$ cat src/rtl/multicycle_ctrl.sv
// Multicycle CPU control FSM: fetch/decode/exec/mem/wb sequencing with bus timeout and trap handling.
// Optional performance counters (cycle_cnt, instr_cnt) are built only when PERF_CNT_EN is defined.
module multicycle_ctrl #(
  parameter int TIMEOUT = 16,
  parameter int CNT_W   = 32
) (
  input  logic             clk,
  input  logic             arst_n,
  input  logic             enable,
  input  logic [6:0]       opcode,
  input  logic             zero_flag,
  input  logic             imem_ack,
  input  logic             dmem_ack,
  output logic             imem_req,
  output logic             dmem_req,
  output logic             dmem_we,
  output logic             ir_write,
  output logic             pc_write,
  output logic             rf_write,
  output logic [1:0]       pc_sel,
  output logic [1:0]       alu_op,
  output logic             alu_src,
  output logic             mem_2_reg,
  output logic             busy,
  output logic             retired,
  output logic             illegal_op,
  output logic             bus_err
`ifdef PERF_CNT_EN
  ,
  output logic [CNT_W-1:0] cycle_cnt,
  output logic [CNT_W-1:0] instr_cnt
`endif
);

  typedef enum logic [2:0] {
    S_IDLE, S_FETCH, S_DECODE, S_EXEC, S_MEM, S_WB, S_TRAP
  } state_t;

  typedef enum logic [2:0] {
    C_R, C_I, C_LD, C_ST, C_BR, C_JAL
  } cls_t;

  localparam logic [7:0] WAIT_LAST = 8'(TIMEOUT - 1);

  state_t     state, next_state;
  cls_t       cls, dec_cls;
  logic       dec_legal;
  logic [7:0] wait_cnt, wait_next;
  logic       illegal_q, bus_err_q;
  logic       set_illegal, set_bus_err, clr_flags;
  logic       retire;

  always_comb begin
    dec_legal = 1'b1;
    dec_cls   = C_R;
    case (opcode)
      7'b0110011: dec_cls = C_R;
      7'b0010011: dec_cls = C_I;
      7'b0000011: dec_cls = C_LD;
      7'b0100011: dec_cls = C_ST;
      7'b1100011: dec_cls = C_BR;
      7'b1101111: dec_cls = C_JAL;
      default:    dec_legal = 1'b0;
    endcase
  end

  // State register and trap flags; wait counter restarts on every new request
  always_ff @(posedge clk) begin
    if (!arst_n) begin
      state     <= S_IDLE;
      wait_cnt  <= '0;
      illegal_q <= 1'b0;
      bus_err_q <= 1'b0;
    end else begin
      state    <= next_state;
      wait_cnt <= wait_next;
      if (clr_flags) begin
        illegal_q <= 1'b0;
        bus_err_q <= 1'b0;
      end else begin
        if (set_illegal) illegal_q <= 1'b1;
        if (set_bus_err) bus_err_q <= 1'b1;
      end
    end
  end

  // Instruction class is captured once in DECODE so later states ignore IR changes
  always_ff @(posedge clk) begin
    if (state == S_DECODE) cls <= dec_cls;
  end

  always_comb begin
    next_state  = state;
    wait_next   = '0;
    set_illegal = 1'b0;
    set_bus_err = 1'b0;
    clr_flags   = 1'b0;
    retire      = 1'b0;
    imem_req    = 1'b0;
    dmem_req    = 1'b0;
    dmem_we     = 1'b0;
    ir_write    = 1'b0;
    pc_write    = 1'b0;
    rf_write    = 1'b0;
    pc_sel      = 2'b00;
    alu_op      = 2'b00;
    alu_src     = 1'b0;
    mem_2_reg   = 1'b0;
    busy        = (state != S_IDLE);
    illegal_op  = illegal_q;
    bus_err     = bus_err_q;
    case (state)
      S_IDLE: begin
        if (enable) next_state = S_FETCH;
      end
      S_FETCH: begin
        imem_req = 1'b1;
        if (imem_ack) begin
          ir_write   = 1'b1;
          pc_write   = 1'b1;
          next_state = S_DECODE;
        end else if (wait_cnt == WAIT_LAST) begin
          set_bus_err = 1'b1;
          next_state  = S_TRAP;
        end else begin
          wait_next = wait_cnt + 8'd1;
        end
      end
      S_DECODE: begin
        if (dec_legal) begin
          next_state = S_EXEC;
        end else begin
          set_illegal = 1'b1;
          next_state  = S_TRAP;
        end
      end
      S_EXEC: begin
        case (cls)
          C_R: begin
            alu_op     = 2'b10;
            next_state = S_WB;
          end
          C_I: begin
            alu_op     = 2'b10;
            alu_src    = 1'b1;
            next_state = S_WB;
          end
          C_LD, C_ST: begin
            alu_src    = 1'b1;
            next_state = S_MEM;
          end
          C_BR: begin
            alu_op   = 2'b01;
            pc_write = zero_flag;
            pc_sel   = 2'b01;
            retire   = 1'b1;
          end
          default: begin
            rf_write = 1'b1;
            pc_write = 1'b1;
            pc_sel   = 2'b10;
            retire   = 1'b1;
          end
        endcase
      end
      S_MEM: begin
        dmem_req = 1'b1;
        dmem_we  = (cls == C_ST);
        if (dmem_ack) begin
          if (cls == C_ST) retire = 1'b1;
          else             next_state = S_WB;
        end else if (wait_cnt == WAIT_LAST) begin
          set_bus_err = 1'b1;
          next_state  = S_TRAP;
        end else begin
          wait_next = wait_cnt + 8'd1;
        end
      end
      S_WB: begin
        rf_write  = 1'b1;
        mem_2_reg = (cls == C_LD);
        retire    = 1'b1;
      end
      S_TRAP: begin
        if (!enable) begin
          clr_flags  = 1'b1;
          next_state = S_IDLE;
        end
      end
      default: next_state = S_IDLE;
    endcase
    retired = retire;
    if (retire) next_state = enable ? S_FETCH : S_IDLE;
  end

`ifdef PERF_CNT_EN
  // Free-running wrap-around counters
  always_ff @(posedge clk) begin
    if (!arst_n) begin
      cycle_cnt <= '0;
      instr_cnt <= '0;
    end else begin
      if (busy)    cycle_cnt <= cycle_cnt + 1'b1;
      if (retired) instr_cnt <= instr_cnt + 1'b1;
    end
  end
`endif

endmodule

$ cat config.mk
export PLATFORM = sky130hd
export DESIGN_NAME = multicycle_ctrl
export DESIGN_NICKNAME = d
export VERILOG_FILES = /design/src/rtl/multicycle_ctrl.sv
export SDC_FILE = /design/constraint.sdc
export NUM_CORES = 1
export LEC_CHECK = 0
export BUFFER_PORTS_ARGS = -buffer_cell sky130_fd_sc_hd__buf_2
export CORE_MARGIN = 2
export CORE_UTILIZATION = 51
export CTS_CLUSTER_SIZE = 24
export DETAILED_ROUTE_END_ITERATION = 12
export PLACE_DENSITY = 0.78
export SYNTH_ARGS = -nofsm -noshare
export SYNTH_HDL_FRONTEND = slang
export SYNTH_SLANG_ARGS = --single-unit
$ cat constraint.sdc
create_clock -name clk -period 1.6 [get_ports clk]
set_input_delay 0.24 -clock clk [delete_from_list [all_inputs] [get_ports clk]]
set_output_delay 0.24 -clock clk [all_outputs]
set_load 0.1 [all_outputs]
==> run_results.csv, run 1 <==
group,metric,value,unit
outcome,outcome,"finished, violations left",
outcome,violations,"setup timing",
sta,relSlewSlack,63.8,%
yosys,synth-seq-cells,16,
critical_path,critical_path_required,1.36,ns
final_layout,area_growth,75.2,%
final_layout,antenna_cells,0,
yosys,synth_top_area_cell,"dfxtp_1",
critical_path,path_cells,"and4b_1 > nor2_1 > o21a_1 > clkinvlp_4 > buf_12",
critical_path,slowest_stage,"edfxtp_1",
drt,wl_per_cell,23.7,um
global_routing,antenna_found_initial,0,
floorplanning,die_h,50.0,um
final_layout,final_core_util,95.5,%
drt,drtIter0Drc,109,
sta,finalMaxSlewViolations,0,
sta,rsz0062_at_grt,"true",
global_routing,grt_pass1_wl,5750,um
global_routing,grt_overflow,0,
yosys,yosysSeqAreaShare,32.4,%
sta,post-route-period-util,123,%
yosys,syn_area,1080,sq um
floorplanning,core_area,1980,sq um
clock_network,cts-root-buf,"clkbuf_4",
final_layout,final_nets,200,
floorplanning,pin_count,29,
flow_run,maxCapViolations,0,
critical_path,crit_buf_inv,2,
drt,totalWireLength,5020,um
global_routing,grtUsageTotal,30.9,%
yosys,async_flop_share,0,%
drt,via_per_inst,6.76,
global_routing,grt_pass1_vias,1236,
floorplanning,die_area,2500,sq um
sta,finalCriticalPeriod,1.96,ns
sta,setup_tns,-3.12,ns
sta,fin_skew,0.00185,ns
sta,max_freq,509,MHz
power,power_leakage,0.734,nW
power,vdd_drop_max,958,uV
drt,vias,1434,
floorplanning,start_util,54.5,%
yosys,ys.flop_type,"dfxtp_1",
clock_network,cts_num_sinks,16,
yosys,synth_top_area_share,24.1,%
yosys,ys_warn_count,0,
floorplanning,die_x,50.0,um
yosys,yosysUniqueCellTypes,45,
drt,drc_errors,0,
clock_network,htree_num_levels,1,
critical_path,crit_arrival,1.72,ns
final_layout,layout-drive-gt1-share,56.2,%
power,power-per-cell-area,1220,nW/um^2
floorplanning,placementRows,16,
yosys,avgSynthCellArea,8.37,sq um
sta,worst_slew_pin_slew,0.537,ns
yosys,synth_cells,129,
drt,drt_pre_antenna_iters,4,
clock_network,cts_tree,"yes",
drt,antenna_left,0,
critical_path,worstSetupPathType,"flop to primary output",
clock_network,numCtsBuffers,3,
placed_design,place.gp.congestion,0.886,
global_routing,grt_max_degree,15,
critical_path,crit_path_end_kind,"primary output",
critical_path,slowest_delay,0.47,ns
min_path,hold_class,"primary input to flop",
placed_design,portBuffers,28,
yosys,synth_area_leaders,"dfxtp_1 (24%), edfxtp_1 (8.3%), nor2_1 (6.3%), nor3_1 (5.1%), clkbuf_8 (3.8%)",
critical_path,critPathMaxFanout,5,
clock_network,cts_max_path_buffers,2,
yosys,synth-edff-count,3,
critical_path,critPathLaunchType,"flop",
sta,setup_violations,23,
clock_network,path_clk_slew,0.09,ns
clock_network,clk_latency,0.29,ns
sta,hold_viol_final,0,
yosys,synthesis.nets,143,
placed_design,dp_hpwl,2140,um
sta,setup_ws,-0.363,ns
critical_path,path_delay_family,"flip-flops",
[stage by stage]
stage               hold WS (ns)  setup WS, ns  power (W)  area, sq um  cells
finish                     0.242        -0.363    0.00230         1890    212
global route               0.245        -0.377    0.00235         1890    212
CTS                        0.228        -0.173    0.00204         1760    206
detailed placement         0.437       0.00193    0.00165         1570    191
global placement           0.424        0.0384    0.00162         1570    191
floorplan                  0.358        -0.676    0.00135         1190    129
[repair_timing]
| action | in CTS | in global routing |
|---|---|---|
| setup endpoints to repair | 17 | 24 |
| setup buffers | 11 | 6 |
| hold buffers | 0 | 0 |
| pin swaps | 8 | 7 |
| resized for setup | 20 | 17 |
[cells by family (layout without fill, tap and decap cells)]
kind of cell,count (synthesis),count (layout),synth area share [%]
AND/OR/NAND/NOR,68,68,35.3
multiplexers,1,1,1.04
flip-flops,16,16,32.4
buffers and inverters,11,67,7.30
adder cells (fa/ha/maj),1,1,1.16
AO/OA/AOI/OAI,25,25,17.0
XOR/XNOR,7,7,5.68
[state kept, by name (all words and copies together), names as in the netlist]
register,count
wait_cnt,8
cls,3
state,3
bus_err,1
illegal_op,1
[where the power goes]
| part | total (W) | internal [W] | leakage (nW) | switching, W |
|---|---|---|---|---|
| combinational | 0.00150 | 0.000568 | 0.576 | 0.000928 |
| clock | 0.000266 | 0.000139 | 0.0210 | 0.000128 |
| sequential | 0.000538 | 0.000463 | 0.137 | 0.0000748 |
[metal layers]
metal | track usage (%) | wire, um
met1 | 32.8 | 1780
met4 | 19.0 | 364
met3 | 4.85 | 458
met5 | 0 | 0
met2 | 56.1 | 2430
[cell usage after synthesis (3+ instances only)]
cell,n
o21ai_0,6
and3_1,3
nand2b_1,3
nand2_1,9
nor2_1,18
edfxtp_1,3
nor3_1,11
xor2_1,4
inv_1,5
dfxtp_1,13
xnor2_1,3
nand3b_1,4
clkbuf_8,3
a21oi_1,3
[layout make-up]
class	count	area [sq um]
inverters	5	22.5
well taps	27	33.8
clock buffers	4	36.3
fillers	42	90.1
repair buffers	58	579
flip-flops and latches	16	363
multi-input cells	102	857
[cells in the final DEF, fill, tap and decap left out, types with 2 or more instances in the layout]
master / instances
a211oi_1: 2
a21oi_1: 3
and3_1: 2
buf_12: 13
buf_2: 14
buf_4: 25
buf_6: 5
clkbuf_4: 3
dfxtp_1: 9
dfxtp_4: 3
edfxtp_1: 3
inv_1: 4
nand2_1: 7
nand2_2: 2
nand3b_1: 4
nor2_1: 12
nor2_2: 2
nor2_4: 4
nor3_1: 4
nor3_2: 3
nor3_4: 4
o21a_1: 2
o21ai_0: 3
o21ai_4: 2
o31ai_1: 2
or2b_2: 2
xnor2_1: 3
xor2_1: 4
[path summary, 6_finish.rpt]
check	startpoint	endpoint	slack, ns	depth (start not counted)
worst max-delay path	cls[2]	retired	-0.36	5
worst min-delay path	arst_n	state[1]	0.24	2
worst max register to register	state[2]	wait_cnt[3]	-0.11	7
worst min register to register	wait_cnt[0]	wait_cnt[0]	0.48	1
No activity file was read; power rests on OpenSTA's default activity.
==> inputs of run 2 (changes only) <==
- CORE_UTILIZATION: 51 -> 54
- CTS_BUF_LIST: default -> sky130_fd_sc_hd__clkbuf_4 sky130_fd_sc_hd__clkbuf_8
- PLACE_DENSITY: 0.78 -> 0.82
- SLEW_MARGIN: default -> 10
- TNS_END_PERCENT: default -> 100
==> run 2 against run 1 <==
  * The run now fails in 5_1_grt
  * Synthesized area did not move
  * Synthesized cell count did not move
==> run_results.csv, run 2 <==
group,metric,value,unit
yosys,avgSynthCellArea,8.37,sq um
floorplanning,start_util,56.2,%
sta,postGrtWorstEndpoint,"retired",
global_routing,grt_max_degree,13,
yosys,synthesis.nets,143,
placed_design,post_dp_cell_area,1580,sq um
yosys,synth_adder_area_share,1.16,%
placed_design,dp_slack,-0.0150,ns
floorplanning,pin_count,29,
yosys,syn_area,1080,sq um
global_routing,antenna_found_initial,0,
yosys,synth_top_area_cell,"dfxtp_1",
yosys,async_flop_share,0,%
yosys,ys.flop_type,"dfxtp_1",
yosys,synth-edff-count,3,
yosys,synth_compound_area_share,17.0,%
outcome,tool.error,"[ERROR DPL-0033] detailed placement checks failed during check placement.",
placed_design,portBuffers,28,
clock_network,cts_num_sinks,16,
placed_design,dp_hpwl,2350,um
yosys,synth_top_family_by_area,"simple AND/OR/NAND/NOR gates",
yosys,yosysMostFrequentCell,"nor2_1",
sta,worst-ep-kind,"primary output",
yosys,yosysSeqAreaShare,32.4,%
yosys,synth_top_area_share,24.1,%
floorplanning,placementRows,16,
yosys,synthXorXnorAreaFrac,5.68,%
placed_design,place.gp.congestion,0.865,
floorplanning,die_h,48.7,um
clock_network,htree_num_levels,1,
yosys,muxShareOfSynthArea,1.04,%
yosys,synth-simple-area-share,35.3,%
clock_network,numCtsBuffers,3,
clock_network,cts_max_path_buffers,2,
yosys,yosysUniqueCellTypes,45,
yosys,synth-seq-cells,16,
yosys,synth_cells,129,
outcome,outcome,"stopped before the end",
floorplanning,die_x,48.7,um
yosys,ys_warn_count,0,
yosys,synth_area_leaders,"dfxtp_1 (24%), edfxtp_1 (8.3%), nor2_1 (6.3%), nor3_1 (5.1%), clkbuf_8 (3.8%)",
outcome,failing_step,"5_1_grt",
clock_network,cts-root-buf,"clkbuf_4",
yosys,synth_common_cells,"nor2_1 (18), dfxtp_1 (13), nor3_1 (11)",
[run 2: cell counts after synthesis]
Identical to the previous run, type by type.
[run 2: logic make-up after synthesis]
group	Yosys count
and+or+nand+nor	68
AOI/OAI and AO/OA	25
DFF	16
buffers and inverters	11
xor gates and xnor gates	7
muxes	1
adders and majority gates	1
[run 2: repair_timing]
item,in CTS
hold buffers,0
buffers inserted,6
pin swaps,6
resized for setup,28
setup endpoints to repair,13
[run 2: stage by stage]
stage	std cells	setup TNS, ns
after floorplan	129	-3.19
after CTS	202	-0.874
after detailed placement	192	-0.0296
after global placement	192	0
==> inputs of run 3 (changes only) <==
- CORE_AREA: default -> 2 2 63 65
- CORE_MARGIN: 2 -> default
- CORE_UTILIZATION: 54 -> default
- CTS_BUF_LIST: sky130_fd_sc_hd__clkbuf_4 sky130_fd_sc_hd__clkbuf_8 -> default
- CTS_CLUSTER_SIZE: 24 -> default
- DIE_AREA: default -> 0 0 65 67
- PLACE_DENSITY: 0.82 -> default
- PLACE_DENSITY_LB_ADDON: default -> 0.15
==> run 3 against run 2 <==
  * The flow now finishes, with violations (setup timing)
==> run_results.csv, run 3 (synthesis results as in run 1) <==
group,metric,value,unit
global_routing,grt_pass1_vias,1152,
final_layout,area_growth,73.0,%
critical_path,crit_arrival,1.50,ns
final_layout,antenna_cells,0,
sta,relSlewSlack,67.6,%
final_layout,largest_register,"wait_cnt",
power,power-per-cell-area,1210,nW/um^2
clock_network,cts_num_sinks,16,
critical_path,cp-startpoint,"cls[2]",
drt,totalWireLength,3050,um
critical_path,worstSetupPathType,"flop to primary output",
final_layout,seq_area,359,sq um
min_path,hold_class,"primary input to flop",
critical_path,critPathMaxFanout,4,
sta,max_freq,574,MHz
floorplanning,die_h,67,um
critical_path,r2r-end,"state[2]",
critical_path,crit_path_end_kind,"primary output",
final_layout,fill_cells,323,
critical_path,slowest_delay,0.45,ns
floorplanning,core_area,3610,sq um
global_routing,antenna_found_initial,0,
drt,antenna_left,0,
placed_design,place.gp.congestion,0.807,
floorplanning,die_x,65,um
clock_network,ctsHoldBuffers,0,
critical_path,critical_path.endpoint,"retired",
drt,drc_errors,0,
clock_network,cts-root-buf,"clkbuf_8",
global_routing,grt_pass1_wl,5070,um
final_layout,layout-drive-gt1-share,51.6,%
floorplanning,start_util,29.9,%
clock_network,cts_tree,"yes",
final_layout,reg_top3,"wait_cnt x8, cls x3, state x3",
power,power_leakage,0.723,nW
sta,post-route-period-util,109,%
power,vdd_drop_max,650,uV
final_layout,multi_input_area,807,sq um
sta,finalCriticalPeriod,1.74,ns
drt,vias,1144,
placed_design,portBuffers,28,
outcome,outcome,"finished, violations left",
final_layout,largest_register_ffs,8,
sta,worst_slew_pin_slew,0.489,ns
global_routing,grtUsageTotal,15.0,%
critical_path,slowest_stage,"edfxtp_1",
clock_network,cts_max_path_buffers,2,
final_layout,final_nets,197,
floorplanning,pin_count,29,
critical_path,r2r-start,"state[0]",
sta,finalMaxSlewViolations,0,
critical_path,critical_path_required,1.36,ns
sta,rsz0062_at_grt,"true",
global_routing,grt_max_degree,13,
critical_path,ff2ff_setup_slack,0.05,ns
critical_path,path_delay_family,"flip-flops",
sta,setup_ws,-0.141,ns
power,p_total,0.00226,W
clock_network,htree_num_levels,1,
final_layout,final_common_cell,"buf_4",
drt,drtIter0Drc,31,
drt,drt_pre_antenna_iters,4,
clock_network,path_clk_slew,0.07,ns
critical_path,cp.depth,5,
clock_network,numCtsBuffers,3,
floorplanning,placementRows,22,
drt,via_per_inst,4.97,
critical_path,critPathLaunchType,"flop",
critical_path,path_cells,"and4b_1 > nor2_1 > o21a_1 > clkinvlp_4 > buf_12",
flow_run,maxCapViolations,0,
final_layout,final_cell_mix,"buf_4 (24), nor2_1 (14), buf_2 (14), buf_12 (14), dfxtp_1 (10)",
sta,setup_violations,8,
clock_network,clk_latency,0.25,ns
sta,fin_skew,0.00622,ns
final_layout,fin_cells,230,
placed_design,dp_hpwl,2240,um
sta,hold_viol_final,0,
critical_path,crit_buf_inv,2,
placed_design,post-place-cells,216,
floorplanning,die_area,4360,sq um
critical_path,worst-r2r-cell-count,6,
global_routing,grt_overflow,0,
outcome,violations,"setup timing",
drt,wl_per_cell,13.3,um
run 3: worst min path at each step:
| stage | start | endpoint | depth (start not counted) |
|---|---|---|---|
| after detailed placement | wait_cnt[0] | wait_cnt[0] | 1 |
| after global placement | wait_cnt[0] | wait_cnt[0] | 1 |
| after CTS | arst_n | state[1] | 2 |
| final | arst_n | state[1] | 2 |
| after floorplan | arst_n | state[1] | 1 |
| after global routing | arst_n | state[1] | 2 |
run 3: timing repair:
item	4_1_cts	5_1_grt
setup endpoints to repair	11	22
setup buffers	5	6
pin swaps	3	3
gates resized for setup	14	14
run 3: cell type report:
class                   count  area share [%]
clock buffers               4            2.95
inverters                   5            1.21
multi-input cells         102            43.2
flip-flops and latches     16            19.2
well taps                  48            3.22
repair buffers             55            30.2
run 3: per-layer routing:
metal	global-route usage [%]	part of all wire, %
met5	0	0
met4	7.45	1.4
met3	2.03	3.8
met2	26.5	51
met1	17.8	43
run 3: worst register-to-register path: stages (launching register included):
cell and delay (ns):
dfxtp_4 0.39, buf_4 0.14, buf_4 0.15, or2b_2 0.29, o21ai_1 0.15, nand2_1 0.08
a221oi_2 0.25
run 3: where the power goes:
part           internal, W  leakage [nW]  switching [W]
combinational     0.000577         0.558       0.000799
clock             0.000218        0.0288       0.000146
sequential        0.000461         0.136      0.0000584
total              0.00126         0.723        0.00100
run 3: per-stage QoR:
step	hold slack (ns)	utilization [%]	TNS, ns	instance area, sq um	worst slack, ns
CTS	0.281	48.9	-0.622	1760	-0.135
global route	0.334	51.8	-1.33	1870	-0.206
detailed placement	0.435	45.1	0	1630	0.0492
floorplan	0.358	-	-3.19	1190	-0.676
finish	0.315	51.8	-0.657	1870	-0.141
global placement	0.425	45.1	0	1630	0.0893
==> inputs of run 4 (changes only) <==
- CTS_BUF_LIST: default -> sky130_fd_sc_hd__clkbuf_4 sky130_fd_sc_hd__clkbuf_8 sky130_fd_sc_hd__clkbuf_16
- SKIP_CTS_REPAIR_TIMING: default -> 1
==> run 4 against run 3 <==
  * Largest cell class unchanged
  * Critical path type unchanged
  * Power rose by 0.41%
  * Die area is the same
  * Register-to-register slack about the same
  * Critical path depth is the same
  * Clock skew is 0.0015 ns lower
  * The run still ends with setup timing left
  * Worst setup slack got worse by 0.063 ns
  * Count of clock-buffer cells in the layout is the same
  * Non-clock buffer count stayed put
  * Flip-flop and latch count stayed put
  * Clock power about the same
==> run_results.csv, run 4 (synthesis results as in run 1) <==
group,metric,value,unit
clock_network,cts_tree,"yes",
drt,drc_errors,0,
global_routing,grtUsageTotal,14.5,%
drt,via_per_inst,4.95,
critical_path,worst-r2r-cell-count,6,
critical_path,critical_path.endpoint,"retired",
final_layout,final_core_util,52.0,%
final_layout,reg_top3,"wait_cnt x8, cls x3, state x3",
floorplanning,core_area,3610,sq um
final_layout,fill_cells,334,
critical_path,ff2ff_setup_slack,0.05,ns
placed_design,portBuffers,28,
drt,vias,1139,
outcome,violations,"setup timing",
sta,finalMaxSlewViolations,0,
global_routing,grt_max_degree,14,
sta,hold_viol_final,0,
outcome,outcome,"finished, violations left",
critical_path,critical_path_required,1.36,ns
critical_path,slowest_delay,0.46,ns
sta,max_freq,554,MHz
final_layout,largest_register,"wait_cnt",
sta,worst_slew_pin_slew,0.489,ns
power,p_total,0.00227,W
sta,whs,0.310,ns
critical_path,critPathLaunchType,"flop",
critical_path,path_cells,"and4b_1 > nor2_1 > o21a_1 > clkinvlp_4 > buf_12",
clock_network,path_clk_slew,0.07,ns
critical_path,crit_arrival,1.56,ns
final_layout,final_cell_mix,"buf_4 (21), buf_2 (15), nor2_1 (14), buf_12 (14), dfxtp_1 (10)",
sta,fin_skew,0.00475,ns
global_routing,grt_pass1_vias,1116,
drt,drt_pre_antenna_iters,4,
global_routing,antenna_found_initial,0,
floorplanning,die_x,65,um
critical_path,cp-startpoint,"cls[2]",
final_layout,final_nets,197,
clock_network,cts-root-buf,"clkbuf_8",
final_layout,final_common_cell,"buf_4",
drt,totalWireLength,3170,um
power,power-per-cell-area,1210,nW/um^2
global_routing,grt_pass1_wl,4920,um
final_layout,layout-drive-gt1-share,52.2,%
final_layout,final_area,1880,sq um
drt,wl_per_cell,13.8,um
critical_path,crit_path_end_kind,"primary output",
power,vdd_drop_max,648,uV
sta,setup_violations,8,
placed_design,dp_hpwl,2240,um
critical_path,critPathMaxFanout,5,
sta,post-route-period-util,113,%
critical_path,r2r-end,"state[2]",
flow_run,maxCapViolations,0,
clock_network,cts_max_path_buffers,2,
clock_network,htree_num_levels,1,
clock_network,clk_latency,0.25,ns
clock_network,cts_num_sinks,16,
sta,relSlewSlack,67.6,%
placed_design,place.gp.congestion,0.807,
sta,rsz0062_at_grt,"true",
final_layout,antenna_cells,0,
critical_path,slowest_stage,"edfxtp_1",
global_routing,grt_overflow,0,
clock_network,numCtsBuffers,3,
floorplanning,placementRows,22,
drt,drtIter0Drc,38,
sta,finalCriticalPeriod,1.80,ns
floorplanning,start_util,29.9,%
final_layout,area_growth,73.7,%
critical_path,r2r-start,"state[0]",
final_layout,largest_register_ffs,8,
drt,antenna_left,0,
critical_path,cp.depth,5,
placed_design,post_dp_cell_area,1630,sq um
min_path,hold_class,"primary input to flop",
critical_path,crit_buf_inv,2,
sta,setup_ws,-0.204,ns
min_path,whs_path_depth,2,
final_layout,fin_cells,230,
power,power_leakage,0.728,nW
placed_design,post-place-cells,216,
critical_path,path_delay_family,"flip-flops",
critical_path,worstSetupPathType,"flop to primary output",
floorplanning,die_h,67,um
floorplanning,die_area,4360,sq um
floorplanning,pin_count,29,
## run 4: where the power goes
part / internal [W] / total [W] / switching [W]
logic: 0.000576 / 0.00140 / 0.000820
clock network: 0.000218 / 0.000362 / 0.000143
registers: 0.000461 / 0.000512 / 0.0000511
total: 0.00126 / 0.00227 / 0.00101
## run 4: layer usage
layer	GRT usage [%]	wire, um	vias up
li1	-	-	569
met4	7.45	33	0
met2	24.5	1560	30
met1	18.0	1420	536
met3	2.03	154	4
met5	0	0	-
## run 4: per-stage QoR
| stage | setup slack, ns | TNS (ns) |
|---|---|---|
| 2_1_floorplan | -0.676 | -3.19 |
| 3_3_place_gp | 0.0893 | 0 |
| 3_5_place_dp | 0.0492 | 0 |
| 4_1_cts | -0.191 | -1.50 |
| 5_1_grt | -0.242 | -1.23 |
| 6_report | -0.204 | -0.573 |
## run 4: worst min path at each step
stage	from	to	slack [ns]
after detailed placement	wait_cnt[0]	wait_cnt[0]	0.44
after global placement	wait_cnt[0]	wait_cnt[0]	0.43
after CTS	arst_n	state[1]	0.29
after global routing	arst_n	state[1]	0.33
after floorplan	arst_n	state[1]	0.36
final	arst_n	state[1]	0.31
## run 4: layout make-up
class,count,area (sq um),share of cell area [%]
multi-input combinational,102,816,43.5
timing repair buffer,55,563,30.0
sequential,16,359,19.1
tap,48,60.1,3.20
clock buffer,4,55.1,2.94
inverter,5,22.5,1.20
